## src/rtl/ndigit_bcd_counter_pkg.sv

```systemverilog
// Shared constants and helpers for the N-decade BCD counter.
//   BcdWidth : bits per BCD decade
//   BcdMax   : largest legal decade value
//   bcd_next : value a decade takes on an increment (codes 9..15 fold back to 0)
package ndigit_bcd_counter_pkg;

   localparam int unsigned BcdWidth = 4;
   localparam logic [BcdWidth-1:0] BcdMax = 4'd9;

   typedef logic [BcdWidth-1:0] bcd_t;

   // Any code at or above 9 wraps to 0, which also recovers illegal codes 10..15.
   function automatic bcd_t bcd_next(input bcd_t value);
      bcd_t result;
      if (value >= BcdMax) begin
         result = '0;
      end else begin
         result = value + 4'd1;
      end
      return result;
   endfunction

endpackage

```

## src/rtl/ndigit_bcd_counter_digit.sv

```systemverilog
// Single BCD decade counter.
// Ports:
//   clk      : rising-edge clock
//   reset_n  : asynchronous active-low reset, clears the decade
//   inc      : advance the decade by one on the next rising edge
//   value    : registered decade value (0..9)
//   terminal : high while value equals 9
module bcd_digit_counter
   import ndigit_bcd_counter_pkg::*;
(
   input  logic                clk,
   input  logic                reset_n,
   input  logic                inc,
   output logic [BcdWidth-1:0] value,
   output logic                terminal
);

   bcd_t value_q;
   bcd_t value_d;

   always_comb begin
      value_d = value_q;
      if (inc) begin
         value_d = bcd_next(value_q);
      end
   end

   always_ff @(posedge clk or negedge reset_n) begin
      if (!reset_n) begin
         value_q <= '0;
      end else begin
         value_q <= value_d;
      end
   end

   assign value    = value_q;
   assign terminal = (value_q == BcdMax);

endmodule

```

## src/rtl/ndigit_bcd_counter.sv

```systemverilog
// N-decade synchronous BCD up-counter with ripple-carry enables.
// Ports:
//   clk     : rising-edge clock
//   reset_n : asynchronous active-low reset, clears every decade
//   enable  : count enable, sampled on the rising edge
//   q       : count value, decade i at q[4i+3:4i], decade 0 least significant
//   done    : combinational terminal count, enable AND all decades at 9
module ndigit_bcd_counter
   import ndigit_bcd_counter_pkg::*;
#(
   parameter int unsigned N = 3
) (
   input  logic                  clk,
   input  logic                  reset_n,
   input  logic                  enable,
   output logic [BcdWidth*N-1:0] q,
   output logic                  done
);

   // carry[i] is the increment request for decade i; carry[N] is the overall terminal count.
   logic [N:0]   carry;
   logic [N-1:0] terminal;

   assign carry[0] = enable;

   for (genvar i = 0; i < N; i++) begin : g_decade
      bcd_digit_counter u_digit (
         .clk      (clk),
         .reset_n  (reset_n),
         .inc      (carry[i]),
         .value    (q[BcdWidth*i +: BcdWidth]),
         .terminal (terminal[i])
      );

      assign carry[i+1] = carry[i] & terminal[i];
   end

   // During reset every decade reads 0, so terminal flags and done are low.
   assign done = carry[N];

endmodule

```

## config.mk

```make
export PLATFORM = sky130hd
export DESIGN_NAME = ndigit_bcd_counter
export DESIGN_NICKNAME = d
export VERILOG_FILES = /design/src/rtl/ndigit_bcd_counter_pkg.sv /design/src/rtl/ndigit_bcd_counter_digit.sv /design/src/rtl/ndigit_bcd_counter.sv
export SDC_FILE = /design/constraint.sdc
export NUM_CORES = 1
export LEC_CHECK = 0
export ABC_AREA = 1
export CAP_MARGIN = 30
export CORE_MARGIN = 3
export CORE_UTILIZATION = 50
export CTS_CLUSTER_DIAMETER = 200
export CTS_CLUSTER_SIZE = 25
export DETAILED_ROUTE_END_ITERATION = 10
export PLACE_DENSITY_LB_ADDON = 0.05
export SLEW_MARGIN = 20
export SYNTH_ARGS = -nofsm -noshare
export SYNTH_HDL_FRONTEND = slang
export SYNTH_SLANG_ARGS = --single-unit
export TNS_END_PERCENT = 5
```

## constraint.sdc

```tcl
create_clock -name clk -period 4.1 [get_ports clk]
set_clock_uncertainty 0.05 [all_clocks]
set_input_delay 1.23 -clock clk [delete_from_list [all_inputs] [get_ports clk]]
set_output_delay 1.23 -clock clk [all_outputs]
set_load 0.05 [all_outputs]
```

# Word-level counts from Yosys, hierarchy flattened

Cells that the tools add are included.

Input bits: 3
Output and inout bits: 13
Flip-flop bits (word level): 12
Logic and storage cells: 18

Add/sub/neg operators: 3
Magnitude comparators: 3
Equality and inequality tests: 3
Bitwise operators: 3
Muxes and demuxes: 3

Operators by type and width:

| kind                  | number |
|---|---|
| $add A4 B1 Y4 const B | 3 |
| $eq A4 B4 Y1 const B  | 3 |
| $ge A4 B4 Y1 const B  | 3 |
| $mux W4               | 3 |
| $and A1 B1 Y1         | 3 |

# Logic depth before layout (Yosys ltp)

Gate-level depths: netlist (run 1).

Depth after elaboration: 4
Mapped depth: 9
Mapped depth without buffers: 8

# Hierarchy

Synthesis (run 1) repeated with hierarchy kept, for this count alone.

Cell total of the unflattened synthesis: 111
Area, all modules: 797.0 sq um

By module, submodules not included:

| module             | area each (sq um) | times used | seq. area each (sq um) | cells an instance |
|---|---|---|---|---|
| bcd_digit_counter  | 255.2             | 3          | 100.1                  | 35 |
| ndigit_bcd_counter | 31.3              | 1          | 0.0                    | 6 |

# Worst setup path before layout (run 1)

No wires, ideal clock.

Path type: input -> output
From: input port enable
To: output port done
Buffers on the path: 0
Required time: 2.820 ns
Slack: 0.631 ns
Arrival time: 2.189 ns
Cell stages on the path: 4
Cell sequence: nand2_1 > nor2_2 > nand2_1 > nor3_2

Word-level cells in the longest chain between the ends: 3

RTL lines:

| item                       | RTL line                 | source |
|---|---|---|
| start: declaration         | ndigit_bcd_counter.sv:15 | `input logic enable,` |
| $and A1 B1 Y1 (3 in a row) | ndigit_bcd_counter.sv:35 | `assign carry[i+1] = carry[i] & terminal[i];` |
| end: declaration           | ndigit_bcd_counter.sv:17 | `output logic done` |

No other way between the ends.

# Final worst setup path (run 1)

Same ends and word-level chain as after synthesis.

==> results of run 1 <==
synth_stat cells:
cell	n	area, µm²
nand2_1	27	101
inv_1	14	52.6
dfrtp_1	12	300
ha_1	9	113
nor2_1	9	33.8
nand3_1	7	35.0
o21ai_0	6	30.0
o21ai_1	3	15.0
xor2_1	3	26.3
buf_6	1	11.3
nand4_1	1	6.26
nor2_2	1	6.26
nor3_2	1	10.0
xnor2_1	1	8.76
power breakdown:
part | switching, W | internal (W)
clock | 0.0000409 | 0.0000539
sequential | 0.0000506 | 0.000160
combinational | 0.000270 | 0.000137
total | 0.000361 | 0.000350
logic make-up after synthesis:
kind of cell / after synthesis / share of synthesized area
adder cells (fa/ha/maj): 9 / 0.150
flip-flops: 12 / 0.401
AND/OR/NAND/NOR: 46 / 0.257
XOR/XNOR: 4 / 0.0468
buffers and inverters: 15 / 0.0851
AO/OA/AOI/OAI: 9 / 0.0601
layout by cell type, fill, tap and decap left out, types with 2 or more instances in the layout:
cell type,n
inv_1,14
dfrtp_1,12
clkbuf_4,3
ha_1,9
clkdlybuf4s50_1,14
xor2_1,3
nor2_1,9
buf_4,2
o21ai_1,3
nand3_1,7
nand2_1,27
o21ai_0,6
layout make-up:
| class | instances | area share |
|---|---|---|
| Multi-Input combinational cell | 68 | 0.398 |
| Sequential cell | 12 | 0.310 |
| Timing Repair Buffer | 17 | 0.181 |
| Inverter | 14 | 0.0543 |
| Clock buffer | 4 | 0.0375 |
| Tap cell | 15 | 0.0194 |
worst max-delay path: stages:
cell and delay (ns):
clkdlybuf4s50_1 0.48, nand2_1 0.07, nor2_2 0.12, nand2_1 0.17
nor3_2 0.22, buf_12 0.17
worst max-delay path by stage:
stage            from  cells after the start  endpoint
2_1_floorplan  enable                      4      done
3_3_place_gp   enable                      6      done
3_5_place_dp   enable                      6      done
4_1_cts        enable                      6      done
5_1_grt        enable                      6      done
6_report       enable                      6      done
per-layer routing:
layer / vias up / part of all wire / GRT usage / wire length, µm
met5: - / 0 / 0 / 0
met4: 0 / 0.0091 / 0.108 / 13
met3: 2 / 0.048 / 0.0319 / 69
met2: 14 / 0.52 / 0.281 / 744
met1: 308 / 0.42 / 0.213 / 602
li1: 335 / - / - / -
metrics by stage:
step | instance area [µm²] | setup WS, ns
2_1_floorplan | 749 | 0.631
3_3_place_gp | 932 | 0.398
3_5_place_dp | 932 | 0.385
4_1_cts | 968 | 0.372
5_1_grt | 968 | 0.253
6_report | 968 | 0.369
==> results.py, run 1 <==
metrics = {
    "detailed_routing": {
        "drt-total-wl_um": 1430,
        "viasPerCell": 5.07,
        "dr.pass1.iters": 4,
        "first_iter_violations": 14,
        "avgRoutedWirePerCell_um": 11.0,
        "antenna_left": 0,
        "drc": 0,
        "vias": 659,
    },
    "timing": {
        "fin_crit_ns": 3.73,
        "whs_ns": 0.557,
        "setup_tns_ns": 0,
        "finalSetupViolations": 0,
        "tightest_slew_ns": 0.550,
        "final-max-slew-violation-count": 0,
        "min_period_over_period": 0.910,
        "finalHoldViolations": 0,
        "slew_headroom": 0.632,
        "max_freq_mhz": 268,
        "rsz0062_at_grt": "no",
    },
    "critical_path": {
        "rrSetupSlack_ns": 2.64,
        "critPathArrivalTime_ns": 2.45,
        "r2r_start": "g_decade[1].u_digit.value[1]$_DFFE_PN0P_",
        "rr_endpoint": "g_decade[2].u_digit.value[0]$_DFFE_PN0P_",
        "worstPathRequired_ns": 2.82,
        "reg2reg_depth": 7,
        "cp-end-kind": "output pin",
        "criticalPathCategory": "primary input to output pin",
        "cp_max_fo": 7,
        "start_kind": "primary input",
    },
    "clock_tree": {
        "clkSinkCount": 12,
        "clk_pin_slew_ns": 0.08,
        "ctsResizeCount": 0,
        "h-tree-depth": 1,
        "holdBufCountCts": 0,
        "clk_path_buf_depth": 2,
        "clk_latency_ns": 0.27,
        "cts_tree": "done",
        "cts_buffers": 3,
        "post-cts-setup-buffer-count": 0,
        "root_buffer": "clkbuf_4",
    },
    "yosys": {
        "synth-seq-area-share": 0.401,
        "synth_fp_nets": 107,
        "ys_ff_latch": 12,
        "syn-instance-count": 95,
        "syn-cell-area_um2": 749,
        "synth.distinct_cells": 14,
        "yosys_warnings": 0,
        "avgSynthCellArea_um2": 7.89,
    },
    "power": {
        "peakVddDrop_mv": 0.493,
        "finalPower_w": 0.000711,
        "leakagePower_nw": 0.478,
        "p_per_area_nw_per_um2": 735,
    },
    "placement": {
        "io_buffers": 15,
        "hpwlAfterDp_um": 1130,
        "place.gp.congestion": 0.824,
        "dp.cells": 126,
    },
    "finish": {
        "utilization": 0.717,
        "antenna_cells": 0,
        "post_layout_nonfiller_instances": 130,
        "layout-drive-gt1-share": 0.0783,
        "fillers": 116,
        "final_nets": 128,
        "syn2layout_area_growth_pct": 29.2,
        "regArea_um2": 300,
        "multiInputGateArea_um2": 385,
        "largest_reg_flops": 12,
    },
    "min_path": {
        "hold_path_class": "register to register",
        "hold_end": "g_decade[0].u_digit.value[3]$_DFFE_PN0P_",
        "hp-start": "g_decade[0].u_digit.value[3]$_DFFE_PN0P_",
        "hold_depth": 2,
    },
    "grt": {
        "grt_pass1_wl_um": 2540,
        "antenna_found_initial": 0,
        "grt_max_degree": 13,
        "grt-ovfl-total": 0,
        "track_usage": 0.174,
        "grt_pass1_vias": 628,
    },
    "floorplan": {
        "start_util": 0.555,
        "core.rowCount": 13,
        "die_area_um2": 2000,
        "ios": 16,
        "dieHeight_um": 44.7,
        "die_w_um": 44.7,
        "design.core.area_um2": 1350,
    },
    "run": {
        "drv_cap": 0,
    },
    "outcome": {
        "status": "completed",
    },
}
(Power assumes the default switching activity.)
==> run 2: changes to the inputs <==
Settings changed: TNS_END_PERCENT 5 to 50.
==> results of run 2 <==
No change in the layout: final DEF, timing and power equal those of run 1.
==> run 3: changes to the inputs <==
Settings changed: GPL_TIMING_DRIVEN set to 0.
==> run 3 against run 2 <==
Critical endpoint unchanged. Worst setup slack worse by 0.21 ns. Worst hold slack lost 0.0012 ns. Flip-flop and latch count stayed put. Largest cell class unchanged.
==> results.py, run 3 (same netlist as run 1, synthesis figures left out) <==
metrics = {
    "finish": {
        "utilization": 0.703,
        "layout_common_cells": "nand2_1 (27), inv_1 (14), clkdlybuf4s50_1 (14)",
        "fillers": 113,
        "post_layout_nonfiller_instances": 129,
        "layout-drive-gt1-share": 0.0702,
        "syn2layout_area_growth_pct": 26.7,
        "final_nets": 127,
        "final_common_cell": "nand2_1",
        "largest_reg_flops": 12,
        "antenna_cells": 0,
    },
    "floorplan": {
        "ios": 16,
        "design.core.area_um2": 1350,
        "start_util": 0.555,
        "dieHeight_um": 44.7,
        "die_area_um2": 2000,
        "core.rowCount": 13,
        "die_w_um": 44.7,
    },
    "grt": {
        "antenna_found_initial": 0,
        "grtUsageMet3": 0.0279,
        "grt-ovfl-total": 0,
        "grt_max_degree": 13,
        "grt_pass1_vias": 581,
        "track_usage": 0.159,
        "grt.busiest_layer": "met2",
        "met2_usage": 0.272,
        "groute.layer.met1.usage": 0.199,
        "grt_pass1_wl_um": 2370,
    },
    "timing": {
        "max_freq_mhz": 254,
        "fin_crit_ns": 3.94,
        "finalHoldViolations": 0,
        "final-max-slew-violation-count": 0,
        "rsz0062_at_grt": "no",
        "tightest_slew_ns": 0.536,
        "min_period_over_period": 0.960,
        "whs_ns": 0.556,
        "slew_headroom": 0.641,
        "worst_slack_ns": 0.162,
        "setup_tns_ns": 0,
        "finalSetupViolations": 0,
    },
    "critical_path": {
        "critPathArrivalTime_ns": 2.66,
        "reg2reg_depth": 7,
        "worst_path_max_delay_cell": "clkdlybuf4s50_1",
        "rrSetupSlack_ns": 2.65,
        "criticalPathCategory": "primary input to output pin",
        "worstPathRequired_ns": 2.82,
        "crit_path_end": "done",
        "crit_path_cell_trace": "clkdlybuf4s50_1 -> nand2_1 -> nor2_2 -> nand2_1 -> nor3_2 -> buf_2",
        "cp-end-kind": "output pin",
        "r2r_start": "g_decade[1].u_digit.value[1]$_DFFE_PN0P_",
        "startpoint": "enable",
        "cp_max_fo": 8,
        "rr_endpoint": "g_decade[2].u_digit.value[1]$_DFFE_PN0P_",
        "crit_top_cell": "nand2_1",
        "slowest_delay_ns": 0.61,
        "start_kind": "primary input",
    },
    "min_path": {
        "hold_depth": 2,
        "hold_path_class": "register to register",
        "hp-start": "g_decade[0].u_digit.value[3]$_DFFE_PN0P_",
    },
    "detailed_routing": {
        "dr.pass1.iters": 6,
        "vias": 647,
        "drc": 0,
        "drt-total-wl_um": 1370,
        "antenna_left": 0,
        "avgRoutedWirePerCell_um": 10.6,
        "first_iter_violations": 15,
        "viasPerCell": 5.02,
    },
    "clock_tree": {
        "clk_path_buf_depth": 2,
        "root_buffer": "clkbuf_4",
        "clk_latency_ns": 0.27,
        "clk_pin_slew_ns": 0.08,
        "h-tree-depth": 1,
        "clkSinkCount": 12,
        "cts_tree": "done",
        "holdBufCountCts": 0,
        "cts_buffers": 3,
    },
    "placement": {
        "io_buffers": 15,
        "hpwlAfterDp_um": 1040,
        "dp.cells": 125,
        "place.gp.congestion": 0.787,
        "dp_slack_ns": -0.394,
    },
    "power": {
        "p_per_area_nw_per_um2": 750,
        "pwr-share-comb": 0.568,
        "switchingPower_w": 0.000363,
        "intPower_w": 0.000350,
        "peakVddDrop_mv": 0.571,
        "switching_share": 0.509,
        "p_seq_frac": 0.296,
        "leakagePower_nw": 0.471,
        "power.share.clock": 0.136,
    },
    "run": {
        "drv_cap": 0,
    },
    "outcome": {
        "status": "completed",
    },
}
-- run 3: cell type report --
type | instances | area, µm² | area share
buffer | 1 | 11.3 | 0.0119
clock buffer | 4 | 36.3 | 0.0382
inverter | 14 | 52.6 | 0.0553
multi-input combinational | 68 | 385 | 0.406
sequential | 12 | 300 | 0.316
tap | 15 | 18.8 | 0.0198
timing repair buffer | 15 | 145 | 0.153
-- run 3: worst min path at each step --
stage,end,slack [ns]
after floorplan,g_decade[2].u_digit.value[1]$_DFFE_PN0P_,0.75
after global placement,g_decade[2].u_digit.value[1]$_DFFE_PN0P_,0.52
after detailed placement,g_decade[2].u_digit.value[1]$_DFFE_PN0P_,0.53
after CTS,g_decade[2].u_digit.value[1]$_DFFE_PN0P_,0.55
after global routing,g_decade[0].u_digit.value[3]$_DFFE_PN0P_,0.60
final,g_decade[0].u_digit.value[3]$_DFFE_PN0P_,0.56
-- run 3: power groups by stage --
stage / logic, W / clock network, W / registers [W]
after floorplan: 0.000144 / 0 / 0.000350
after global placement: 0.000399 / 0 / 0.000212
after detailed placement: 0.000407 / 0 / 0.000213
after CTS: 0.000409 / 0.0000989 / 0.000211
after global routing: 0.000445 / 0.000104 / 0.000219
final: 0.000405 / 0.0000968 / 0.000211
-- run 3: per-layer routing --
metal,up-vias,wire [µm],part of all wire
li1,333,-,-
met1,293,623,0.45
met2,19,656,0.48
met3,2,80,0.058
met4,0,11,0.0080
met5,-,0,0
-- run 3: timing repair --
| action | in CTS | in global routing |
|---|---|---|
| endpoints found under the setup margin | 1 | 1 |
| buffers inserted | 0 | 0 |
| resized for setup | 3 | 2 |
| pin swaps | 0 | 0 |
-- run 3: through the flow --
stage | instance area, µm² | power [W]
final | 950 | 0.000713
after global routing | 950 | 0.000768
after CTS | 956 | 0.000718
after detailed placement | 918 | 0.000620
after global placement | 918 | 0.000610
after floorplan | 749 | 0.000494
-- run 3: worst max-delay path: cells and delay by family --
kind	cells	cell delay [ns]
AND/OR/NAND/NOR	4	0.54
buffers and inverters	2	0.88
